## src/rtl/sprite_ctrl_pkg.sv

```systemverilog
// Shared constants, key-event payload and FSM state type for the sprite position controller.
package sprite_ctrl_pkg;

  // PS/2 set-2 scancodes recognised by the controller
  localparam logic [7:0] SC_W         = 8'h1D;
  localparam logic [7:0] SC_A         = 8'h1C;
  localparam logic [7:0] SC_S         = 8'h1B;
  localparam logic [7:0] SC_D         = 8'h23;
  localparam logic [7:0] SC_EXT_UP    = 8'h75;
  localparam logic [7:0] SC_EXT_LEFT  = 8'h6B;
  localparam logic [7:0] SC_EXT_DOWN  = 8'h72;
  localparam logic [7:0] SC_EXT_RIGHT = 8'h74;
  localparam logic [7:0] SC_TAB       = 8'h0D;
  localparam logic [7:0] SC_SPACE     = 8'h29;

  // ps2_key field positions
  localparam int unsigned KEY_W        = 11;
  localparam int unsigned KEY_TOGGLE   = 10;
  localparam int unsigned KEY_PRESSED  = 9;
  localparam int unsigned KEY_EXTENDED = 8;
  localparam int unsigned KEY_CODE_MSB = 7;

  // Bit positions inside a 4-bit direction vector
  localparam int unsigned NUM_DIRS = 4;
  localparam logic [1:0] DIR_UP    = 2'd0;
  localparam logic [1:0] DIR_LEFT  = 2'd1;
  localparam logic [1:0] DIR_DOWN  = 2'd2;
  localparam logic [1:0] DIR_RIGHT = 2'd3;

  typedef struct packed {
    logic [NUM_DIRS-1:0] dir_press;
    logic [NUM_DIRS-1:0] dir_release;
    logic                tab_press;
    logic                space_press;
  } key_evt_t;

  typedef enum logic [1:0] {
    ST_IDLE    = 2'd0,
    ST_MOVE    = 2'd1,
    ST_PUBLISH = 2'd2
  } ctrl_state_t;

endpackage

```

## src/rtl/sprite_position_ctrl_if.sv

```systemverilog
// Key/vblank inputs and published sprite state towards pixel_selector.
interface sprite_position_ctrl_if #(
  parameter int unsigned NUM_SPRITES = 4,
  parameter int unsigned X_WIDTH     = 11,
  parameter int unsigned Y_WIDTH     = 10,
  parameter int unsigned NUM_FRAMES  = 16
);
  import sprite_ctrl_pkg::*;

  localparam int unsigned FW = $clog2(NUM_FRAMES);
  localparam int unsigned AW = (NUM_SPRITES > 1) ? $clog2(NUM_SPRITES) : 1;

  logic [KEY_W-1:0]             ps2_key;
  logic                         vblank;
  logic [NUM_SPRITES*X_WIDTH-1:0] sprite_x;
  logic [NUM_SPRITES*Y_WIDTH-1:0] sprite_y;
  logic [NUM_SPRITES*FW-1:0]    sprite_frame;
  logic [AW-1:0]                active_sprite;
  logic                         frame_update;

  modport master (
    output ps2_key, vblank,
    input  sprite_x, sprite_y, sprite_frame, active_sprite, frame_update
  );

  modport slave (
    input  ps2_key, vblank,
    output sprite_x, sprite_y, sprite_frame, active_sprite, frame_update
  );

endinterface

```

## src/rtl/ps2_key_event.sv

```systemverilog
// Detects ps2_key toggle events and decodes them into one-cycle key pulses.
module ps2_key_event
  import sprite_ctrl_pkg::*;
(
  input  logic             clk,
  input  logic             reset_n,
  input  logic [KEY_W-1:0] ps2_key,
  output key_evt_t         evt
);

  logic                toggle_q;
  logic                event_c;
  logic                pressed_c;
  logic                ext_c;
  logic [7:0]          code_c;
  logic [NUM_DIRS-1:0] dir_hit_c;
  logic                tab_hit_c;
  logic                space_hit_c;

  // Field split and scancode match; arrows accept both WASD and extended codes
  always_comb begin
    code_c    = ps2_key[KEY_CODE_MSB:0];
    ext_c     = ps2_key[KEY_EXTENDED];
    pressed_c = ps2_key[KEY_PRESSED];
    event_c   = ps2_key[KEY_TOGGLE] != toggle_q;
    dir_hit_c = '0;
    dir_hit_c[DIR_UP]    = ext_c ? (code_c == SC_EXT_UP)    : (code_c == SC_W);
    dir_hit_c[DIR_LEFT]  = ext_c ? (code_c == SC_EXT_LEFT)  : (code_c == SC_A);
    dir_hit_c[DIR_DOWN]  = ext_c ? (code_c == SC_EXT_DOWN)  : (code_c == SC_S);
    dir_hit_c[DIR_RIGHT] = ext_c ? (code_c == SC_EXT_RIGHT) : (code_c == SC_D);
    tab_hit_c   = !ext_c && (code_c == SC_TAB);
    space_hit_c = !ext_c && (code_c == SC_SPACE);
  end

  // Toggle copy and registered event pulses
  always_ff @(posedge clk or negedge reset_n) begin
    if (!reset_n) begin
      toggle_q <= 1'b0;
      evt      <= '0;
    end else begin
      toggle_q        <= ps2_key[KEY_TOGGLE];
      evt.dir_press   <= (event_c && pressed_c)  ? dir_hit_c : '0;
      evt.dir_release <= (event_c && !pressed_c) ? dir_hit_c : '0;
      evt.tab_press   <= event_c && pressed_c && tab_hit_c;
      evt.space_press <= event_c && pressed_c && space_hit_c;
    end
  end

endmodule

```

## src/rtl/sprite_position_ctrl.sv

```systemverilog
// Keyboard-driven sprite position/frame controller with per-vblank clamped movement and double-buffered outputs.
module sprite_position_ctrl
  import sprite_ctrl_pkg::*;
#(
  parameter int unsigned NUM_SPRITES  = 4,
  parameter int unsigned X_WIDTH      = 11,
  parameter int unsigned Y_WIDTH      = 10,
  parameter int unsigned X_LIMIT      = 1280,
  parameter int unsigned Y_LIMIT      = 500,
  parameter int unsigned SPRITE_W     = 32,
  parameter int unsigned SPRITE_H     = 32,
  parameter int unsigned STEP         = 1,
  parameter int unsigned NUM_FRAMES   = 16,
  parameter int unsigned REPEAT_DELAY = 20,
  parameter int unsigned REPEAT_RATE  = 4,
  parameter int unsigned INIT_X       = 100,
  parameter int unsigned INIT_Y       = 100
) (
  input logic                   clk,
  input logic                   reset_n,
  sprite_position_ctrl_if.slave bus
);

  localparam int unsigned FW    = $clog2(NUM_FRAMES);
  localparam int unsigned AW    = (NUM_SPRITES > 1) ? $clog2(NUM_SPRITES) : 1;
  localparam int unsigned XE    = X_WIDTH + 1;
  localparam int unsigned YE    = Y_WIDTH + 1;
  localparam int unsigned X_MAX = X_LIMIT - SPRITE_W;
  localparam int unsigned Y_MAX = Y_LIMIT - SPRITE_H;
  localparam int unsigned HW    = (REPEAT_DELAY > 0) ? $clog2(REPEAT_DELAY + 1) : 1;
  localparam int unsigned RW    = (REPEAT_RATE > 1) ? $clog2(REPEAT_RATE) : 1;

  key_evt_t            evt;
  ctrl_state_t         state, state_nxt;
  logic                move_c, publish_c;
  logic                vblank_q, vblank_p;
  logic [X_WIDTH-1:0]  x_w     [NUM_SPRITES];
  logic [Y_WIDTH-1:0]  y_w     [NUM_SPRITES];
  logic [FW-1:0]       frame_w [NUM_SPRITES];
  logic [AW-1:0]       active_w;
  logic [NUM_DIRS-1:0] held, pend, rise_c, step_dirs_c;
  logic [HW-1:0]       hold_cnt;
  logic [RW-1:0]       rate_cnt;
  logic                step_now_c;
  logic [XE-1:0]       x_sum_c, x_dif_c;
  logic [YE-1:0]       y_sum_c, y_dif_c;
  logic [X_WIDTH-1:0]  x_new_c;
  logic [Y_WIDTH-1:0]  y_new_c;

  ps2_key_event u_key (
    .clk     (clk),
    .reset_n (reset_n),
    .ps2_key (bus.ps2_key),
    .evt     (evt)
  );

  // FSM state register
  always_ff @(posedge clk or negedge reset_n) begin
    if (!reset_n) state <= ST_IDLE;
    else          state <= state_nxt;
  end

  // FSM next state: one MOVE and one PUBLISH cycle per vblank rising edge
  always_comb begin
    state_nxt = state;
    move_c    = 1'b0;
    publish_c = 1'b0;
    case (state)
      ST_IDLE:    if (vblank_q && !vblank_p) state_nxt = ST_MOVE;
      ST_MOVE:    begin move_c = 1'b1; state_nxt = ST_PUBLISH; end
      ST_PUBLISH: begin publish_c = 1'b1; state_nxt = ST_IDLE; end
      default:    state_nxt = ST_IDLE;
    endcase
  end

  // Step decision: pending first step (which also covers tapped-and-released keys) or auto-repeat
  always_comb begin
    rise_c      = evt.dir_press & ~held;
    step_dirs_c = held;
    step_now_c  = 1'b0;
    if (|pend) begin
      step_dirs_c = held | pend;
      step_now_c  = 1'b1;
    end else if ((hold_cnt >= HW'(REPEAT_DELAY)) && (rate_cnt == '0)) begin
      step_now_c = |held;
    end
  end

  // Clamped next coordinates of the active sprite; opposing directions cancel
  always_comb begin
    x_sum_c = {1'b0, x_w[active_w]} + XE'(STEP);
    x_dif_c = {1'b0, x_w[active_w]} - XE'(STEP);
    y_sum_c = {1'b0, y_w[active_w]} + YE'(STEP);
    y_dif_c = {1'b0, y_w[active_w]} - YE'(STEP);
    x_new_c = x_w[active_w];
    y_new_c = y_w[active_w];
    if (step_dirs_c[DIR_LEFT] && !step_dirs_c[DIR_RIGHT])
      x_new_c = x_dif_c[XE-1] ? '0 : x_dif_c[X_WIDTH-1:0];
    else if (step_dirs_c[DIR_RIGHT] && !step_dirs_c[DIR_LEFT])
      x_new_c = (x_sum_c > XE'(X_MAX)) ? X_WIDTH'(X_MAX) : x_sum_c[X_WIDTH-1:0];
    if (step_dirs_c[DIR_UP] && !step_dirs_c[DIR_DOWN])
      y_new_c = y_dif_c[YE-1] ? '0 : y_dif_c[Y_WIDTH-1:0];
    else if (step_dirs_c[DIR_DOWN] && !step_dirs_c[DIR_UP])
      y_new_c = (y_sum_c > YE'(Y_MAX)) ? Y_WIDTH'(Y_MAX) : y_sum_c[Y_WIDTH-1:0];
  end

  // Working registers, held-key state and repeat counters
  always_ff @(posedge clk or negedge reset_n) begin
    if (!reset_n) begin
      vblank_q <= 1'b0;
      vblank_p <= 1'b0;
      active_w <= '0;
      held     <= '0;
      pend     <= '0;
      hold_cnt <= '0;
      rate_cnt <= '0;
      for (int i = 0; i < NUM_SPRITES; i++) begin
        x_w[i]     <= X_WIDTH'(INIT_X + i * SPRITE_W);
        y_w[i]     <= Y_WIDTH'(INIT_Y);
        frame_w[i] <= '0;
      end
    end else begin
      vblank_q <= bus.vblank;
      vblank_p <= vblank_q;
      if (move_c && step_now_c) begin
        x_w[active_w] <= x_new_c;
        y_w[active_w] <= y_new_c;
      end
      if (evt.space_press) frame_w[active_w] <= frame_w[active_w] + FW'(1);
      if (evt.tab_press)
        active_w <= (active_w == AW'(NUM_SPRITES - 1)) ? '0 : active_w + AW'(1);
      held <= (held & ~evt.dir_release) | evt.dir_press;
      pend <= (move_c ? '0 : pend) | rise_c;
      if (evt.tab_press || (|rise_c)) begin
        hold_cnt <= '0;
        rate_cnt <= '0;
      end else if (move_c) begin
        if (held == '0) begin
          hold_cnt <= '0;
          rate_cnt <= '0;
        end else if (hold_cnt < HW'(REPEAT_DELAY)) begin
          hold_cnt <= hold_cnt + HW'(1);
        end else begin
          rate_cnt <= (rate_cnt == '0) ? RW'(REPEAT_RATE - 1) : rate_cnt - RW'(1);
        end
      end
    end
  end

  // Shadow copy of the working registers, updated only in PUBLISH
  always_ff @(posedge clk or negedge reset_n) begin
    if (!reset_n) begin
      bus.active_sprite <= '0;
      bus.frame_update  <= 1'b0;
      for (int i = 0; i < NUM_SPRITES; i++) begin
        bus.sprite_x[i*X_WIDTH +: X_WIDTH] <= X_WIDTH'(INIT_X + i * SPRITE_W);
        bus.sprite_y[i*Y_WIDTH +: Y_WIDTH] <= Y_WIDTH'(INIT_Y);
        bus.sprite_frame[i*FW +: FW]       <= '0;
      end
    end else begin
      bus.frame_update <= publish_c;
      if (publish_c) begin
        bus.active_sprite <= active_w;
        for (int i = 0; i < NUM_SPRITES; i++) begin
          bus.sprite_x[i*X_WIDTH +: X_WIDTH] <= x_w[i];
          bus.sprite_y[i*Y_WIDTH +: Y_WIDTH] <= y_w[i];
          bus.sprite_frame[i*FW +: FW]       <= frame_w[i];
        end
      end
    end
  end

endmodule

```

## src/flat_wrapper.sv

```systemverilog
// flat-port wrapper written by rule: the top's interface ports become plain ports
module sprite_position_ctrl_flat import sprite_ctrl_pkg::*;
#(
  parameter int unsigned NUM_SPRITES  = 4,
  parameter int unsigned X_WIDTH      = 11,
  parameter int unsigned Y_WIDTH      = 10,
  parameter int unsigned X_LIMIT      = 1280,
  parameter int unsigned Y_LIMIT      = 500,
  parameter int unsigned SPRITE_W     = 32,
  parameter int unsigned SPRITE_H     = 32,
  parameter int unsigned STEP         = 1,
  parameter int unsigned NUM_FRAMES   = 16,
  parameter int unsigned REPEAT_DELAY = 20,
  parameter int unsigned REPEAT_RATE  = 4,
  parameter int unsigned INIT_X       = 100,
  parameter int unsigned INIT_Y       = 100
)
  (clk, reset_n, bus_ps2_key, bus_vblank, bus_sprite_x, bus_sprite_y, bus_sprite_frame, bus_active_sprite, bus_frame_update);
  sprite_position_ctrl_if #(.NUM_SPRITES(NUM_SPRITES), .X_WIDTH(X_WIDTH), .Y_WIDTH(Y_WIDTH), .NUM_FRAMES(NUM_FRAMES)) bus_i ();
  input logic clk;
  input logic reset_n;
  input wire logic [$bits(bus_i.ps2_key)-1:0] bus_ps2_key;
  input wire logic [$bits(bus_i.vblank)-1:0] bus_vblank;
  output wire logic [$bits(bus_i.sprite_x)-1:0] bus_sprite_x;
  output wire logic [$bits(bus_i.sprite_y)-1:0] bus_sprite_y;
  output wire logic [$bits(bus_i.sprite_frame)-1:0] bus_sprite_frame;
  output wire logic [$bits(bus_i.active_sprite)-1:0] bus_active_sprite;
  output wire logic [$bits(bus_i.frame_update)-1:0] bus_frame_update;
  assign bus_i.ps2_key = bus_ps2_key;
  assign bus_i.vblank = bus_vblank;
  assign bus_sprite_x = bus_i.sprite_x;
  assign bus_sprite_y = bus_i.sprite_y;
  assign bus_sprite_frame = bus_i.sprite_frame;
  assign bus_active_sprite = bus_i.active_sprite;
  assign bus_frame_update = bus_i.frame_update;
  sprite_position_ctrl #(.NUM_SPRITES(NUM_SPRITES), .X_WIDTH(X_WIDTH), .Y_WIDTH(Y_WIDTH), .X_LIMIT(X_LIMIT), .Y_LIMIT(Y_LIMIT), .SPRITE_W(SPRITE_W), .SPRITE_H(SPRITE_H), .STEP(STEP), .NUM_FRAMES(NUM_FRAMES), .REPEAT_DELAY(REPEAT_DELAY), .REPEAT_RATE(REPEAT_RATE), .INIT_X(INIT_X), .INIT_Y(INIT_Y)) u_core (.clk(clk), .reset_n(reset_n), .bus(bus_i));
endmodule
```

## config.mk

```make
export PLATFORM = sky130hd
export DESIGN_NAME = sprite_position_ctrl_flat
export DESIGN_NICKNAME = d
export VERILOG_FILES = /design/src/rtl/sprite_ctrl_pkg.sv /design/src/rtl/sprite_position_ctrl_if.sv /design/src/rtl/ps2_key_event.sv /design/src/rtl/sprite_position_ctrl.sv /design/src/flat_wrapper.sv
export SDC_FILE = /design/constraint.sdc
export NUM_CORES = 1
export LEC_CHECK = 0
export CORE_MARGIN = 5
export CORE_UTILIZATION = 57
export CTS_CLUSTER_SIZE = 24
export DETAILED_ROUTE_END_ITERATION = 16
export PLACE_DENSITY = 0.89
export SYNTH_ARGS = -nofsm -noshare
export SYNTH_HDL_FRONTEND = slang
export SYNTH_SLANG_ARGS = --single-unit
```

## constraint.sdc

```tcl
create_clock -name clk -period 4 [get_ports clk]
set_input_delay 0.8 -clock clk [delete_from_list [all_inputs] [get_ports clk]]
set_output_delay 0.8 -clock clk [all_outputs]
set_load 0.01 [all_outputs]
```

# After elaboration in Yosys (flattened, before gate mapping)
# Cells that the tools add are included.
[op_classes]
n_eq_ne = 16
magnitude_cmp = 6
bitwise_logic = 8
n_mux = 50
add_sub_neg = 8
reduce_logical = 32
n_mul = 0
div = 0
shift = 0
[op_table]
columns = ["operator", "n"]
rows = [
  ["11-bit 2-to-1 mux", 7],
  ["10-bit 2-to-1 mux", 7],
  ["44-bit bitwise mux", 1],
  ["40-bit bitwise mux", 1],
  ["8-bit by 7-bit equality test with 1-bit output (second input constant)", 4],
  ["4-bit 2-to-1 mux", 7],
  ["8-bit by 5-bit equality test with 1-bit output (second input constant)", 3],
  ["11-bit binary-select mux with 2-bit select", 1],
  ["11-bit demux with 2-bit select", 1],
  ["10-bit binary-select mux with 2-bit select", 1],
  ["10-bit demux with 2-bit select", 1],
  ["5-bit 2-to-1 mux", 4],
  ["16-bit bitwise mux", 1],
  ["8-bit by 6-bit equality test with 1-bit output (second input constant)", 2],
  ["1-bit logical AND", 14],
  ["2-bit 2-to-1 mux", 7],
  ["11-bit by 1-bit adder with 12-bit output (second input constant)", 1],
  ["12-bit by 11-bit > comparator with 1-bit output (second input constant)", 1],
  ["4-bit bitwise OR", 3],
  ["4-bit OR reduction", 3],
  ["11-bit by 1-bit subtractor with 12-bit output (second input constant)", 1],
  ["10-bit by 1-bit adder with 11-bit output (second input constant)", 1],
  ["11-bit by 9-bit > comparator with 1-bit output (second input constant)", 1],
  ["10-bit by 1-bit subtractor with 11-bit output (second input constant)", 1],
  ["other kinds (28)", 46],
]
[totals]
memories = 0
register_bits = 235
latchBits = 0
ramBits = 0
input_bits = 14
wordCells = 150
out_inout_bits = 103
mem_bits_ro = 0

# Logic depth before layout (Yosys ltp)
# Gate-level depths: netlist of run 1.
[logic_depth]
ltp_word = 10
mapped_depth = 12
depth_no_buf = 10

# Cells and area by module
# From an unflattened synthesis of run 1, not the netlist that was laid out.
[unflattened]
cells_unflattened = 1195
hier_area_um2 = 11516.0
[modules_own_cells]
columns = ["mod", "seq_area_each_um2", "instances", "area_per_inst_um2", "cells_each"]
rows = [
  ["sprite_position_ctrl", 5662.9, 1, 10898.0, 1143],
  ["ps2_key_event", 275.3, 1, 618.1, 52],
]

# Worst setup path before layout of run 1
# No wires, ideal clock.
[synth_timing]
kind = "reg-to-reg"
from = "register u_core.active_w[0]"
to = "register u_core.x_w[14] in the netlist's numbering"
setup_slack_ps = 694
required_time_ps = 3875
setup_time_ps = 125
period_less_slack_ps = 3306
arrival_ps = 3182
n_path_buf = 2
path_stages_with_launch = 13
cell_sequence = "dfrtp_1 buf_6 buf_12 mux4_2 ha_1 nor2b_1 o2bb2ai_1 and3_1 a31o_1 nor3b_2 or2_2 a21o_1 mux2_2"
[synth_via]
elab_chain_len = 10
word_cells_on_any_way = 17
cone_classes = "add/sub: 2; order compare: 3; mux: 10; bitwise: 1; reduce/logical: 1"
[synth_rtl]
columns = ["item", "line_no", "text"]
rows = [
  ["from (decl)", "sprite_position_ctrl.sv:40", "logic [AW-1:0] active_w;"],
  ["from (signal assigned)", "sprite_position_ctrl.sv:131", "active_w <= (active_w == AW'(NUM_SPRITES - 1)) ? '0 : active_w + AW'(1);"],
  ["2-bit NOT with 3-bit output (implied by the code) (*)", "-", ""],
  ["11-bit binary-select mux with 2-bit select", "sprite_position_ctrl.sv:91, sprite_position_ctrl.sv:92, sprite_position_ctrl.sv:95", ""],
  ["11-bit 2-to-1 mux (implied by the code) (2 in series)", "sprite_position_ctrl.sv:91, sprite_position_ctrl.sv:92, sprite_position_ctrl.sv:95", ""],
  ["11-bit by 1-bit adder with 12-bit output", "sprite_position_ctrl.sv:91", "x_sum_c = {1'b0, x_w[active_w]} + XE'(STEP);"],
  ["12-bit by 11-bit > comparator with 1-bit output", "sprite_position_ctrl.sv:100", "x_new_c = (x_sum_c > XE'(X_MAX)) ? X_WIDTH'(X_MAX) : x_sum_c[X_WIDTH-1:0];"],
  ["11-bit 2-to-1 mux", "sprite_position_ctrl.sv:100", ""],
  ["11-bit 2-to-1 mux", "sprite_position_ctrl.sv:99", "else if (step_dirs_c[DIR_RIGHT] && !step_dirs_c[DIR_LEFT])"],
  ["11-bit 2-to-1 mux", "sprite_position_ctrl.sv:97", "if (step_dirs_c[DIR_LEFT] && !step_dirs_c[DIR_RIGHT])"],
  ["44-bit bitwise mux (*)", "sprite_position_ctrl.sv:126", "x_w[active_w] <= x_new_c;"],
  ["to (signal, indexed assignment)", "sprite_position_ctrl.sv:118", "x_w[i] <= X_WIDTH'(INIT_X + i * SPRITE_W);"],
  ["to (signal, indexed assignment)", "sprite_position_ctrl.sv:126", ""],
  ["to (decl)", "sprite_position_ctrl.sv:37", "logic [X_WIDTH-1:0] x_w [NUM_SPRITES];"],
]
# Every way passes the cells marked *; elsewhere a longest branch is shown, timed or not. The select of a mux whose other input is x is not followed.
# A chain may end at the register's enable or synchronous reset.

# Worst setup path in the final report of run 1
[layout_timing]
from = "register u_core.active_w[0]"
to = "register u_core.y_w[32] in the netlist's numbering"
[layout_via]
elab_chain_len = 10
word_cells_on_any_way = 17
cone_classes = "add/sub: 2; order compare: 3; mux: 10; bitwise: 1; reduce/logical: 1"
[layout_rtl]
columns = ["item", "line_no", "text"]
rows = [
  ["2-bit NOT with 3-bit output (implied by the code) (*)", "-", ""],
  ["10-bit binary-select mux with 2-bit select", "sprite_position_ctrl.sv:93, sprite_position_ctrl.sv:94, sprite_position_ctrl.sv:96", ""],
  ["10-bit 2-to-1 mux (implied by the code) (2 in series)", "sprite_position_ctrl.sv:93, sprite_position_ctrl.sv:94, sprite_position_ctrl.sv:96", ""],
  ["10-bit by 1-bit adder with 11-bit output", "sprite_position_ctrl.sv:93", "y_sum_c = {1'b0, y_w[active_w]} + YE'(STEP);"],
  ["11-bit by 9-bit > comparator with 1-bit output", "sprite_position_ctrl.sv:104", "y_new_c = (y_sum_c > YE'(Y_MAX)) ? Y_WIDTH'(Y_MAX) : y_sum_c[Y_WIDTH-1:0];"],
  ["10-bit 2-to-1 mux", "sprite_position_ctrl.sv:104", ""],
  ["10-bit 2-to-1 mux", "sprite_position_ctrl.sv:103", "else if (step_dirs_c[DIR_DOWN] && !step_dirs_c[DIR_UP])"],
  ["10-bit 2-to-1 mux", "sprite_position_ctrl.sv:101", "if (step_dirs_c[DIR_UP] && !step_dirs_c[DIR_DOWN])"],
  ["40-bit bitwise mux (*)", "sprite_position_ctrl.sv:127", "y_w[active_w] <= y_new_c;"],
  ["to (signal, indexed assignment)", "sprite_position_ctrl.sv:119", "y_w[i] <= Y_WIDTH'(INIT_Y);"],
  ["to (signal, indexed assignment)", "sprite_position_ctrl.sv:127", ""],
  ["to (decl)", "sprite_position_ctrl.sv:38", "logic [Y_WIDTH-1:0] y_w [NUM_SPRITES];"],
]
# Marks and branches as above.

==> flow_metrics.tcl, run 1 <==
set metrics [dict create \
    status "finished clean" \
    cp_max_fo 16 \
    rsz0062_at_grt "no" \
    synth_cells 1162 \
    fin_cells 1556 \
    numCtsBuffers 24 \
    final_cell_area_sq_mm 0.0135 \
    grtUsageTotal_pct 26.8 \
    layout.cells.most_common_list "nand2_1 (412), dfrtp_1 (188), clkdlybuf4s50_1 (115)" \
    async_reset_ff_share_pct 100 \
    syn_area_per_cell_sq_um 9.72 \
    htree_levels 1 \
    routabilityCongestion 0.927 \
    post-route-util_pct 69.2 \
    max_freq_mhz 275 \
    worst_pin_slew_ns 1.11 \
    die_y_microns 151 \
    dpl.cell_count 1512 \
    grt_start_max_net_pins 105 \
    ys_types 69 \
    cts_buffer_depth 3 \
    fin_skew_ns 0.0101 \
    hpwl_microns 20500 \
    setup_slack_ns 0.362 \
    drc 0 \
    antenna_found_initial 0 \
    whs_ns 0.296 \
    synth_seq_cells 235 \
    start_util_pct 58.1 \
    coreArea_sq_mm 0.0195 \
    crit_required_ns 4.41 \
    netlist_area_sq_mm 0.0113 \
    postRouteAntennaNets 0 \
    ys.flop_type "dfrtp_1" \
    pwr_density_cell_mw_per_mm2 363 \
    vias 9101 \
    synth_nets 1188 \
    synthTopCellsByArea "dfrtp_1 (42%), nand2_1 (14%), dfstp_2 (11%)" \
    cts.clk_slew.worst_paths_ns 0.06 \
    worst_setup_path_start_kind "register" \
    layout_commonest_cell "nand2_1" \
    insertion_delay_ns 0.52 \
    power.leakage_nw 6.19 \
    yosysWarnings 0 \
    path_buf_inv 2 \
    slowest_stage "mux4_2" \
    maxSlewViolCount 0 \
    crit_arrival_ns 4.05 \
    hold_violations 0 \
    dpl_worst_slack_ns 0.424 \
    cts_tree "built" \
    ys_seq_area_share_pct 52.6 \
    die_w_microns 151 \
    io_pins 117 \
    grt_pass1_vias 9286 \
    synth-edff-count 0 \
    ctsHoldBuffers 0 \
    synth_top_area_share_pct 41.9 \
    syn2layout_area_growth_pct 19.2 \
    dpl_cell_area_sq_mm 0.0127 \
    hold_class "in -> async" \
    overflow 0 \
    p_total_mw 4.89 \
    drt_iter0_drc 862 \
    slowest_delay_ns 0.63 \
    antennaDiodeCount 0 \
    endpoint_kind "register" \
    setup_viol 0 \
    cpLargestDelayFamily "compound AO/OA/AOI/OAI gates" \
    drive_above_1_share_pct 15.4 \
    yosys.area.top_type "dfrtp_1" \
    rows 51 \
    port_buffers 116 \
    peakVddDrop_uv 264 \
    grt_pass1_wl_microns 48800 \
    critPathKind "reg -> reg" \
    finalSetupTns_ns 0 \
    cts-root-buf "clkbuf_16" \
    layout_min_cycle_time_ns 3.64 \
    wl_microns 29500 \
    dieArea_sq_mm 0.0227 \
    drv_cap 0 \
    post_cts.resized_instances 0 \
    viasPerCell 5.85 \
    nets 1299 \
    path_cells "buf_4, mux4_2, ha_1, inv_1, nor4_1, o21ai_0, a21oi_1, o311ai_2, a21oi_1, a311oi_1, o21ai_0" \
    post-cts-setup-buffers 0 \
    first_pass_iters 5 \
    clock-sinks 235 \
    slew_headroom_pct 25.0 \
    wire_per_inst_microns 19.0 \
    finalCritPeriodShare_pct 90.9 \
]
==> sequential cells by signal, summed over array words and instances, names as in the netlist, 4 cells and up <==
register and count:
u_core.pend 4, u_core.hold_cnt 5, u_core.frame_w 16, u_core.bus.sprite_y 40, u_core.bus.sprite_frame 16, u_core.held 4, u_core.y_w 40, u_core.u_key.evt 10
u_core.x_w 44, u_core.bus.sprite_x 44
==> routing by layer <==
| layer | up-vias | GRT usage, % | wire length, microns |
|---|---|---|---|
| met5 | - | 0 | 0 |
| met4 | 0 | 9.66 | 916 |
| met3 | 66 | 3.44 | 1810 |
| met2 | 350 | 45.2 | 14900 |
| met1 | 4480 | 36.1 | 12000 |
| li1 | 4205 | - | - |
==> cell families after synthesis <==
| group | after synthesis | synth area share, % |
|---|---|---|
| AND/OR/NAND/NOR | 574 | 21.7 |
| XOR/XNOR | 13 | 1.01 |
| flip-flops | 235 | 52.6 |
| multiplexers | 87 | 11.2 |
| buffers and inverters | 73 | 2.91 |
| AO/OA/AOI/OAI | 168 | 9.28 |
| adder cells (fa/ha/maj) | 12 | 1.33 |
==> power breakdown <==
group | leakage (nW) | internal (mW) | switching, mW
Sequential | 3.10 | 2.41 | 0.0212
Clock | 0.367 | 1.19 | 0.909
Combinational | 2.72 | 0.118 | 0.242
==> final cells by class <==
type | count | area [sq um]
multi-input combinational | 854 | 5040
clock inverter | 9 | 58.8
sequential | 235 | 5940
inverter | 23 | 86.3
fill | 1374 | 5990
clock buffer | 35 | 682
timing repair buffer | 135 | 1330
tap | 265 | 332
==> Yosys cell counts, types with 9 or more instances <==
| cell type | instances |
|---|---|
| nor2_1 | 53 |
| dfstp_2 | 46 |
| nand3_1 | 11 |
| nand2_1 | 412 |
| mux2_2 | 56 |
| or3_1 | 9 |
| mux4_2 | 23 |
| inv_1 | 23 |
| clkbuf_1 | 30 |
| ha_1 | 12 |
| dfrtp_1 | 189 |
| nand2b_1 | 9 |
| a31oi_1 | 19 |
| nor3_1 | 21 |
| a21oi_1 | 29 |
| o21ai_0 | 56 |
==> path summary, 6_finish.rpt <==
kind                                           startpoint                                end  slack, ns  cells past startpoint
setup reg to reg           u_core.active_w[0]$_DFFE_PN0P_         u_core.y_w[32]$_DFFE_PN1P_       0.36                     11
max in group asynchronous                         reset_n          u_core.x_w[6]$_DFFE_PN1P_       2.71                      2
min in group clk                u_core.vblank_q$_DFF_PN0_          u_core.vblank_p$_DFF_PN0_       0.38                      0
setup / recovery           u_core.active_w[0]$_DFFE_PN0P_         u_core.y_w[32]$_DFFE_PN1P_       0.36                     11
hold reg to reg                 u_core.vblank_q$_DFF_PN0_          u_core.vblank_p$_DFF_PN0_       0.38                      0
hold / removal                                    reset_n  u_core.bus.frame_update$_DFF_PN0_       0.30                      1
Note: power is estimated with default switching activity, not from simulation.
==> run 2: changes to the inputs <==
--- a/config.mk
+++ b/config.mk
@@ -6,10 +6,10 @@
 export NUM_CORES = 1
 export LEC_CHECK = 0
 export CORE_MARGIN = 5
-export CORE_UTILIZATION = 57
+export CORE_UTILIZATION = 50
 export CTS_CLUSTER_SIZE = 24
 export DETAILED_ROUTE_END_ITERATION = 16
-export PLACE_DENSITY = 0.89
+export PLACE_DENSITY = 0.81
 export SYNTH_ARGS = -nofsm -noshare
 export SYNTH_HDL_FRONTEND = slang
 export SYNTH_SLANG_ARGS = --single-unit
==> run 2 against run 1 <==
Routed wire length up 0.41%. Global-route usage shrank 3.8 points. Clock skew rose by 0.0078 ns. Die area up 13%. Register-to-register slack worse by 0.10 ns.
==> flow_metrics.tcl, run 2 (synthesis gave the netlist of run 1 again) <==
set metrics [dict create \
    grt_start_max_net_pins 114 \
    max_freq_mhz 267 \
    ctsHoldBuffers 0 \
    cts_buffer_depth 3 \
    drv_cap 0 \
    post_cts.resized_instances 0 \
    use_met2_pct 39.9 \
    die_w_microns 160 \
    insertion_delay_ns 0.54 \
    die_y_microns 160 \
    htree_levels 1 \
    dpl_worst_slack_ns 0.281 \
    busiest_layer "met2" \
    numCtsBuffers 25 \
    layout.cells.most_common_list "nand2_1 (412), dfrtp_1 (188), clkdlybuf4s50_1 (115)" \
    hold_class "in -> async" \
    slowest_delay_ns 0.62 \
    coreArea_sq_mm 0.0224 \
    drive_above_1_share_pct 15.6 \
    final_cell_area_sq_mm 0.0136 \
    antennaDiodeCount 0 \
    status "finished clean" \
    worst_setup_path_start_kind "register" \
    power.leakage_nw 6.26 \
    pwr_density_cell_mw_per_mm2 383 \
    port_buffers 116 \
    fin_skew_ns 0.0179 \
    r2r_slack_ns 0.26 \
    grt_pass1_vias 9334 \
    crit_required_ns 4.42 \
    nets 1302 \
    use_met3_pct 3.10 \
    first_pass_iters 5 \
    critPathKind "reg -> reg" \
    peakVddDrop_uv 249 \
    wl_microns 29700 \
    cp_max_fo 11 \
    postRouteAntennaNets 0 \
    maxSlewViolCount 0 \
    cts.clk_slew.worst_paths_ns 0.07 \
    layout_commonest_cell "nand2_1" \
    drt_iter0_drc 679 \
    rows 55 \
    whs_ns 0.347 \
    viasPerCell 5.73 \
    vias 9060 \
    io_pins 117 \
    slowest_stage "mux4_2" \
    reg2reg_depth 9 \
    finalCritPeriodShare_pct 93.6 \
    layout_min_cycle_time_ns 3.74 \
    grt_use_met1_pct 30.4 \
    clock-sinks 235 \
    worst_pin_slew_ns 1.11 \
    endpoint_kind "register" \
    cts-root-buf "clkbuf_16" \
    hpwl_microns 20400 \
    rr_startpoint "u_core.active_w[0]$_DFFE_PN0P_" \
    drc 0 \
    path_buf_inv 1 \
    syn2layout_area_growth_pct 20.7 \
    post-cts-setup-buffers 0 \
    hold_violations 0 \
    timing.rr.end "u_core.x_w[40]$_DFFE_PN0P_" \
    rsz0062_at_grt "no" \
    dieArea_sq_mm 0.0257 \
    setup_viol 0 \
    antenna_found_initial 0 \
    setup_slack_ns 0.258 \
    start_util_pct 50.4 \
    top_regs "u_core.bus.sprite_x (44), u_core.x_w (44)" \
    cts_tree "built" \
    grtUsageTotal_pct 23.1 \
    dpl_cell_area_sq_mm 0.0128 \
    path_cells "buf_4, mux4_2, nor4_2, and4b_1, a21oi_1, nor2b_1, o31ai_1, o21ai_1, mux2_2" \
    crit_arrival_ns 4.17 \
    slew_headroom_pct 26.3 \
    grt_pass1_wl_microns 49100 \
    routabilityCongestion 0.922 \
    overflow 0 \
    wire_per_inst_microns 18.8 \
    finalSetupTns_ns 0 \
    cpLargestDelayFamily "multiplexers" \
]
[run 2: cell types whose count changed in the layout (fill, tap and decap cells not counted), moves of 2 or more]
cell / before / now
bufinv_16: 0 / 3
clkbuf_8: 4 / 6
buf_4: 17 / 19
clkinv_2: 7 / 1
[run 2: where the power goes]
group          leakage (nW)  internal (mW)  switching, mW
logic                  2.73          0.117          0.240
registers              3.10           2.41         0.0240
clock network         0.421           1.47          0.967
[run 2: how the worst max path moves through the flow]
stage                     slack [ns]                    endpoint                      startpoint  cells past startpoint
after CTS                       0.28  u_core.y_w[11]$_DFFE_PN0P_  u_core.active_w[0]$_DFFE_PN0P_                      9
after global routing            0.05  u_core.x_w[40]$_DFFE_PN0P_  u_core.active_w[0]$_DFFE_PN0P_                      9
after floorplan                 0.69  u_core.x_w[14]$_DFFE_PN0P_  u_core.active_w[0]$_DFFE_PN0P_                     12
after global placement          0.31  u_core.x_w[40]$_DFFE_PN0P_  u_core.active_w[0]$_DFFE_PN0P_                      9
final                           0.26  u_core.x_w[40]$_DFFE_PN0P_  u_core.active_w[0]$_DFFE_PN0P_                      9
after detailed placement        0.28  u_core.y_w[31]$_DFFE_PN0P_  u_core.active_w[0]$_DFFE_PN0P_                      9
[run 2: area by class of cell]
cell class,count,area (sq um)
fillers,1801,8790
flip-flops and latches,235,5940
clock buffers,39,738
multi-input cells,854,5040
repair buffers,137,1350
clock inverters,7,131
well taps,285,357
inverters,23,86.3
[run 2: stage by stage]
stage	instances	power, mW	util [%]
final	1580	5.23	60.8
after detailed placement	1534	2.83	56.9
after global routing	1580	5.41	60.8
after CTS	1580	5.26	60.8
after global placement	1534	2.82	56.9
after floorplan	1162	2.68	-
[run 2: worst reg2reg max path, stage by stage (launching register included)]
cell,delay [ns]
dfrtp_2,0.60
buf_4,0.33
mux4_2,0.62
nor4_2,0.31
and4b_1,0.35
a21oi_1,0.30
nor2b_1,0.24
o31ai_1,0.31
o21ai_1,0.25
mux2_2,0.33
[run 2: layer usage]
| layer | routed length [microns] | vias to the layer above |
|---|---|---|
| met5 | 0 | - |
| met4 | 753 | 0 |
| met3 | 1650 | 51 |
| met2 | 15000 | 309 |
| met1 | 12300 | 4495 |
| li1 | - | 4205 |
==> run 3: changes to the inputs <==
--- a/config.mk
+++ b/config.mk
@@ -10,6 +10,7 @@
 export CTS_CLUSTER_SIZE = 24
 export DETAILED_ROUTE_END_ITERATION = 16
 export PLACE_DENSITY = 0.81
+export RECOVER_POWER = 25
 export SYNTH_ARGS = -nofsm -noshare
 export SYNTH_HDL_FRONTEND = slang
 export SYNTH_SLANG_ARGS = --single-unit
==> run 3 against run 2 <==
The run now ends with capacitance limit, slew limit left. First-iteration DRC count up 5.0%. Combinational power about the same. Flip-flop and latch count unchanged. Final area about the same. Via count up 0.32%. Sequential power about the same. Final cell count unchanged. Fmax up 0.20%. Register-to-register slack about the same. Power down 0.11%. Sequential share of layout area about the same. Critical path type unchanged.
==> flow_metrics.tcl, run 3 (synthesis gave the netlist of run 1 again) <==
set metrics [dict create \
    cpLargestDelayFamily "compound AO/OA/AOI/OAI gates" \
    grt_start_max_net_pins 114 \
    cp.depth 12 \
    final_cell_area_sq_mm 0.0136 \
    slew_headroom_pct -88.7 \
    grt_pass1_wl_microns 49100 \
    antennaDiodeCount 0 \
    dpl_cell_area_sq_mm 0.0128 \
    drt_iter0_drc 713 \
    post-cts-setup-buffers 0 \
    setup_viol 0 \
    top_regs "u_core.bus.sprite_x (44), u_core.x_w (44)" \
    endpoint_kind "register" \
    hold_class "reg -> reg" \
    reg2reg_depth 12 \
    coreArea_sq_mm 0.0224 \
    antenna_found_initial 0 \
    grtUsageTotal_pct 23.1 \
    status "complete, but fails checks" \
    die_w_microns 160 \
    cts_tree "built" \
    syn2layout_area_growth_pct 20.6 \
    first_pass_iters 5 \
    maxSlewViolCount 113 \
    dieArea_sq_mm 0.0257 \
    grt_pass1_vias 9334 \
    max_freq_mhz 268 \
    slowest_stage "dfrtp_2" \
    nets 1302 \
    slowest_delay_ns 0.60 \
    port_buffers 116 \
    power.leakage_nw 6.25 \
    postRouteAntennaNets 0 \
    ctsHoldBuffers 0 \
    layout.cells.most_common_list "nand2_1 (412), dfrtp_1 (188), clkdlybuf4s50_1 (113)" \
    critPathKind "reg -> reg" \
    clock-sinks 235 \
    use_met3_pct 3.10 \
    drc 0 \
    layout_commonest_cell "nand2_1" \
    drv_cap 1 \
    layout_min_cycle_time_ns 3.73 \
    rsz0062_at_grt "no" \
    routabilityCongestion 0.922 \
    hpwl_microns 20400 \
    rows 55 \
    drive_above_1_share_pct 15.6 \
    post_cts.resized_instances 0 \
    hold_violations 0 \
    crit_arrival_ns 4.16 \
    worst_setup_path_start_kind "register" \
    die_y_microns 160 \
    finalCritPeriodShare_pct 93.4 \
    cts.clk_slew.worst_paths_ns 0.06 \
    start_util_pct 50.4 \
    hold_depth 0 \
    cts_buffer_depth 3 \
    viasPerCell 5.75 \
    numCtsBuffers 25 \
    grt_use_met1_pct 30.4 \
    path_buf_inv 3 \
    vias 9089 \
    path_common_cell "buf_4" \
    path_cells "buf_4, mux4_2, ha_1, inv_1, nor4_1, o21ai_0, a21oi_1, o311ai_2, buf_4, and2_1, a311o_1, mux2_2" \
    dpl.cell_count 1534 \
    finalSetupTns_ns 0 \
    overflow 0 \
    cts-root-buf "clkbuf_16" \
    wire_per_inst_microns 18.7 \
    use_met2_pct 39.9 \
    failed_checks "capacitance limit, slew limit" \
    insertion_delay_ns 0.54 \
    fin_cells 1580 \
    busiest_layer "met2" \
    fin_skew_ns 0.0178 \
    peakVddDrop_uv 247 \
    worst_pin_slew_ns 2.83 \
    wl_microns 29600 \
    crit_required_ns 4.43 \
    cp_max_fo 11 \
    htree_levels 1 \
    pwr_density_cell_mw_per_mm2 383 \
    io_pins 117 \
]
-- run 3: report_power, final --
part,internal [mW],switching (mW)
Clock,1.47,0.963
Sequential,2.41,0.0239
Combinational,0.116,0.240
-- run 3: layout make-up --
type | count | area, sq um
Inverter | 23 | 86.3
Fill cell | 1802 | 8810
Tap cell | 285 | 357
Multi-Input combinational cell | 854 | 5040
Clock inverter | 7 | 131
Clock buffer | 39 | 738
Timing Repair Buffer | 137 | 1340
Sequential cell | 235 | 5940
-- run 3: metal layers --
layer  wire (microns)  up-vias
li1                 -     4208
met1            12200     4519
met5                0        -
met3             1650       50
met4              751        0
met2            15000      312
-- run 3: path summary, 6_finish.rpt --
kind                                                     start                        endpoint  slack [ns]
max in group asynchronous                              reset_n  u_core.active_w[0]$_DFFE_PN0P_        1.00
min in group asynchronous                              reset_n      u_core.x_w[26]$_DFFE_PN0P_        1.19
worst max-delay path            u_core.active_w[0]$_DFFE_PN0P_      u_core.y_w[11]$_DFFE_PN0P_        0.27
worst min-delay path                 u_core.vblank_q$_DFF_PN0_       u_core.vblank_p$_DFF_PN0_        0.40
worst min register to register       u_core.vblank_q$_DFF_PN0_       u_core.vblank_p$_DFF_PN0_        0.40
worst max register to register  u_core.active_w[0]$_DFFE_PN0P_      u_core.y_w[11]$_DFFE_PN0P_        0.27
-- run 3: stage by stage --
stage / utilization (%) / worst slack, ns / hold WS (ns) / power (mW)
floorplan: - / 0.694 / 0.346 / 2.68
global placement: 56.9 / 0.311 / 0.364 / 2.82
detailed placement: 56.9 / 0.281 / 0.374 / 2.83
CTS: 60.8 / 0.275 / 0.374 / 5.26
global route: 60.7 / 0.0527 / 0.405 / 5.41
finish: 60.7 / 0.265 / 0.399 / 5.22
